$ cat src/rtl/dct_read_sched.sv
// dct_read_sched: sequences interleaved Y/Cb/Cr block reads and tags returning SRAM data for the DCT.
// Define DCT_SCHED_INTERLEAVE_EN for block-major read order; the default is component-major.
module dct_read_sched #(
    parameter int NUM_BLK  = 575,
    parameter int ADDR_W   = 11,
    parameter int BLK_W    = 10,
    parameter int SRAM_LAT = 2
) (
    input  logic              clk,
    input  logic              rst_n,
    input  logic              start,
    input  logic              stall,
    output logic [ADDR_W-1:0] sram_raddr,
    output logic              sram_ren,
    output logic              dct_enable,
    output logic [1:0]        tag_comp,
    output logic [BLK_W-1:0]  tag_blk,
    output logic              busy,
    output logic              done
);
    typedef enum logic [1:0] {IDLE, ISSUE, DRAIN, FIN} state_t;
    typedef struct packed {
        logic             valid;
        logic [1:0]       comp;
        logic [BLK_W-1:0] blk;
    } tag_t;

    state_t            state, state_nxt;
    logic [1:0]        comp;
    logic [BLK_W-1:0]  blk;
    logic [ADDR_W-1:0] addr;
    tag_t              pipe [SRAM_LAT];
    logic              issue, blk_end, last, pipe_busy;

    assign issue   = state == ISSUE && !stall;
    assign blk_end = blk == BLK_W'(NUM_BLK - 1);
    assign last    = comp == 2'd2 && blk_end;
    assign busy    = state == ISSUE || state == DRAIN;
    assign done    = state == FIN;

    always_comb begin
        pipe_busy = 1'b0;
        for (int i = 0; i < SRAM_LAT; i++) pipe_busy = pipe_busy | pipe[i].valid;
    end

    always_comb begin
        state_nxt = state;
        case (state)
            IDLE:    state_nxt = start ? ISSUE : IDLE;
            ISSUE:   state_nxt = issue && last ? DRAIN : ISSUE;
            DRAIN:   state_nxt = pipe_busy ? DRAIN : FIN;
            default: state_nxt = IDLE;
        endcase
    end

    // addr tracks 3*blk+comp incrementally so no multiplier is needed
    always_ff @(posedge clk or negedge rst_n) begin
        if (!rst_n) begin
            state      <= IDLE;
            comp       <= '0;
            blk        <= '0;
            addr       <= '0;
            sram_raddr <= '0;
            sram_ren   <= 1'b0;
        end else begin
            state    <= state_nxt;
            sram_ren <= issue;
            if (state == IDLE && start) begin
                comp <= '0;
                blk  <= '0;
                addr <= '0;
            end else if (issue) begin
                sram_raddr <= addr;
`ifdef DCT_SCHED_INTERLEAVE_EN
                addr <= addr + 1'b1;
                comp <= comp == 2'd2 ? 2'd0 : comp + 1'b1;
                if (comp == 2'd2) blk <= blk + 1'b1;
`else
                if (blk_end) begin
                    blk  <= '0;
                    comp <= comp + 1'b1;
                    addr <= ADDR_W'(comp) + 1'b1;
                end else begin
                    blk  <= blk + 1'b1;
                    addr <= addr + ADDR_W'(3);
                end
`endif
            end
        end
    end

    // Stage 0 loads alongside sram_ren; the output register adds the final cycle of SRAM_LAT
    always_ff @(posedge clk or negedge rst_n) begin
        if (!rst_n) begin
            for (int i = 0; i < SRAM_LAT; i++) pipe[i] <= '0;
            dct_enable <= 1'b0;
            tag_comp   <= '0;
            tag_blk    <= '0;
        end else begin
            pipe[0] <= {issue, comp, blk};
            for (int i = 1; i < SRAM_LAT; i++) pipe[i] <= pipe[i-1];
            dct_enable <= pipe[SRAM_LAT-1].valid;
            if (pipe[SRAM_LAT-1].valid) begin
                tag_comp <= pipe[SRAM_LAT-1].comp;
                tag_blk  <= pipe[SRAM_LAT-1].blk;
            end
        end
    end
endmodule

$ cat config.mk
export PLATFORM = sky130hd
export DESIGN_NAME = dct_read_sched
export DESIGN_NICKNAME = d
export VERILOG_FILES = /design/src/rtl/dct_read_sched.sv
export SDC_FILE = /design/constraint.sdc
export NUM_CORES = 1
export LEC_CHECK = 0
export BUFFER_PORTS_ARGS = -buffer_cell sky130_fd_sc_hd__buf_2
export CELL_PAD_IN_SITES_DETAIL_PLACEMENT = 0
export CELL_PAD_IN_SITES_GLOBAL_PLACEMENT = 1
export CORE_ASPECT_RATIO = 2
export CORE_MARGIN = 2
export CORE_UTILIZATION = 40
export CTS_CLUSTER_DIAMETER = 50
export DETAILED_ROUTE_END_ITERATION = 10
export PLACE_DENSITY_LB_ADDON = 0.1
export SLEW_MARGIN = 25
export SYNTH_ARGS = -nofsm -noshare
export SYNTH_HDL_FRONTEND = slang
export SYNTH_SLANG_ARGS = --single-unit
$ cat constraint.sdc
create_clock -name clk -period 1.7 [get_ports clk]
set_input_delay 0.085 -clock clk [delete_from_list [all_inputs] [get_ports clk]]
set_output_delay 0.085 -clock clk [all_outputs]
set_load 0.03 [all_outputs]
==> impl_results.md <==
* Crit-path leading delay family: simple AND/OR/NAND/NOR gates
* Mux share of post-synthesis cell area at 0.0526
* Layout overhead on the synthesized area at 32.2%
* Worst-Skew Late Latency at around 0.33 ns
* Min-delay src: stall
* Core outline area at between 0.007 and 0.008 mm²
* Leak pwr at 1.97 nW
* Post-route DRC at 0
* Clk_skew at a little under 0.005 ns
* Finish-stage setup viols at 0
* Post-DP HPWL at about 4600 µm
* Cell row count at 44
* Psw at roughly 0.0015 W
* Chip height at 125 µm
* DR iter-0 viols at between 150 and 200
* H-tree Lvls at 3
* Most common cell after layout, fill and taps aside: dfrtp_1
* Max Cap Viol at 0
* Initial Util at 0.409
* Slowest cell on the critical path: or4b_4
* Avg Cell Area, Syn at around 12 µm²
* Sw Ratio at 0.281
* Die area at ~0.008 mm²
* Reg clk slew, reported paths at 0.06 ns
* Synth Area in XOR/XNOR at 0.0267
* Routed Antenna Nets at 0
* FMAX at slightly above 600 MHz
* Sequential share of the synthesized area at 0.636
* Sequential Area at 0.00188 mm²
* Worst VDD drop at around 0.00078 V
* Crit-path cells: inv_1 -> ha_2 -> or4b_4 -> or2_0 -> o211ai_2
* Die Width at roughly 65 µm
* Synth Area in Compound Gates at 0.0793
* Crit path largest cell delay at between 0.5 and 0.6 ns
* DP Area at between 0.003 and 0.004 mm²
* Total gr overflow at 0
* Synth Cell Area at 0.00295 mm²
* Sequential power share at 0.410
* Ys Warns at 0
* Count of cell types in the netlist at 38
* CTS tree: built
* Max_slew headroom at 0.621
* CTS buffer count at 9
* Hold WC Path Type: primary input to register
* First-pass GRT wire length at ~10000 µm
* Number of global-route vias before repair at about 2200
* CP Capture Type: register
* Vias per std cell at roughly 4.9
* Largest family of logic cells by synthesized area: simple AND/OR/NAND/NOR gates
* Initial antenna violation count at 0
* Cell Int Power at approximately 0.0040 W
* Comb power frac at 0.207
* Arr. time, crit path at 1.89 ns
* Nets at 336
* Crit start category: register
* Fin Hold WS at between 0.1 and 0.15 ns
* Synth Area in Adders at 0.0424
* Pwr per Cell Area at 1410 mW/mm²
* Worst-Margin Slew at between 0.5 and 0.6 ns
* Clock share of power at 0.383
* Number of buffers added on ports at 30
* CP Launch Point: addr[0]
* CP max FO at 3
* Multi-input logic area at around 0.0011 mm²
* R2r startpoint: addr[0]
* Worst path required time at 1.95 ns
* Post-route cell area at a little under 0.004 mm²
* Post-Route WL at around 6300 µm
* Final Cycle Share at 0.963
* Synth Area in Simple Gates at 0.139
* Status: completed
* Boundary Pins at 31
* RePlAce Congestion at about 0.85
* Final hold vios at 0
* Clock net sink count at between 70 and 80
* Setup CP Type: register to register
* CP bufs+invs at 1
* Via count at a little over 2000
* Layout cells sized above 1 at 0.344
* Router iterations before antenna repair at 4
* Wire per inst at 15.1 µm
* Fin. max-slew vios at 0
* Clk buf depth at 2
* Root Buffer: clkbuf_16
* FF+latch count, synth at between 70 and 80
* Fillcell total at 652
* Syn Inst Count at between 200 and 250
* Commonest cells after routing, fill and taps aside: dfrtp_1, buf_4, nand2_1, buf_2, o21ai_0
* GRT Total Usage at 0.174
* Tmin final at between 1.5 and 2 ns
* Post-Syn Nets at 261
* Antenna cell count at 0
* Maximum number of pins on one net before global-route repair at 32
[power by group through the flow]
| stage | Clock, W | Combinational [W] | Sequential [W] |
|---|---|---|---|
| 5_1_grt | 0.00225 | 0.00125 | 0.00229 |
| 4_1_cts | 0.00217 | 0.00112 | 0.00226 |
| 2_1_floorplan | 0 | 0.000391 | 0.00253 |
| 6_report | 0.00211 | 0.00114 | 0.00225 |
| 3_3_place_gp | 0 | 0.00111 | 0.00228 |
| 3_5_place_dp | 0 | 0.00111 | 0.00229 |
[cell usage after synthesis]
cell type  number  share of area
a2111oi_0       2         0.0059
a211o_1         1         0.0030
a211oi_1        2         0.0051
a21oi_1         7          0.012
a22o_1          1         0.0030
a31oi_1         2         0.0042
and2_1          2         0.0042
and3_1          2         0.0042
and4_1          1         0.0030
and4bb_2        1         0.0042
buf_1           1         0.0013
buf_2           2         0.0034
buf_4           1         0.0025
clkbuf_1        3         0.0038
dfrtp_1        75           0.64
ha_1           10          0.042
inv_1           9          0.011
inv_2           1         0.0013
mux2_2         12          0.046
mux2i_1         2         0.0068
nand2_1        37          0.047
nand2b_4        1         0.0047
nand3_1        11          0.019
nand4_1         4         0.0085
nor2_1         14          0.018
nor2b_1         1         0.0021
o2111ai_1       3         0.0089
o211ai_1        1         0.0025
o211ai_2        1         0.0042
o21ai_0        15          0.025
o22ai_1         1         0.0021
o311ai_0        1         0.0030
or2_0           1         0.0021
or3_1           8          0.017
or4_1           1         0.0025
or4b_1          1         0.0034
xnor2_1         5          0.015
xor2_1          4          0.012
[path summary, 6_finish.rpt]
kind | cells past startpoint | slack [ns] | endpoint
min reg2reg | 0 | 0.35 | pipe[10]
min | 3 | 0.14 | state[0]
max reg2reg | 5 | 0.06 | addr[10]
max | 5 | 0.06 | addr[10]
min in group asynchronous | 2 | 0.22 | tag_blk[2]
max in group asynchronous | 3 | 0.90 | addr[1]
[cell families after synthesis]
group                    Yosys count
XOR/XNOR                           9
AO/OA/AOI/OAI                     37
buffers and inverters             17
adder cells (fa/ha/maj)           10
flip-flops                        75
AND/OR/NAND/NOR                   85
multiplexers                      14
[state kept, by name (all words and copies together), names as in the netlist]
signal	flops
addr	11
sram_raddr	11
dct_enable	1
tag_blk	10
state	2
comp	2
pipe	26
blk	10
tag_comp	2
[cell type report]
cell class	count	area share
Tap cell	92	0.0295
Clock inverter	5	0.0263
Inverter	10	0.0103
Sequential cell	75	0.481
Multi-Input combinational cell	156	0.274
Timing Repair Buffer	70	0.120
Clock buffer	10	0.0587
[metrics by stage]
step                      power [W]  worst slack, ns  utilization  TNS [ns]  instances
after floorplan             0.00292           0.0101            -         0        247
after global placement      0.00338          -0.0157        0.481   -0.0277        398
after detailed placement    0.00340          -0.0337        0.481   -0.0690        398
after CTS                   0.00555         0.000629        0.530         0        414
after global routing        0.00579          -0.0305        0.541   -0.0364        418
final                       0.00551           0.0637        0.541         0        418
[repair_timing]
| item | CTS | global route |
|---|---|---|
| hold endpoints to repair | 28 | 0 |
| pin swaps | 0 | 2 |
| hold buffers | 1 | 0 |
| cloned | 0 | 1 |
| endpoints found under the setup margin | 5 | 20 |
| setup buffers | 0 | 3 |
| resized for setup | 5 | 14 |
[layer usage]
| layer | global-route usage | share of wire | vias up |
|---|---|---|---|
| li1 | - | - | 1002 |
| met1 | 0.184 | 0.37 | 1010 |
| met2 | 0.305 | 0.58 | 31 |
| met3 | 0.0351 | 0.025 | 11 |
| met4 | 0.106 | 0.029 | 0 |
| met5 | 0 | 0 | - |
[worst register-to-register path: cells and delay by family (launching register included)]
| kind | cells | cell delay, ns |
|---|---|---|
| AO/OA/AOI/OAI | 1 | 0.13 |
| adder cells (fa/ha/maj) | 1 | 0.21 |
| buffers and inverters | 1 | 0.08 |
| flip-flops | 1 | 0.36 |
| AND/OR/NAND/NOR | 2 | 0.78 |
(Power assumes the default switching activity.)
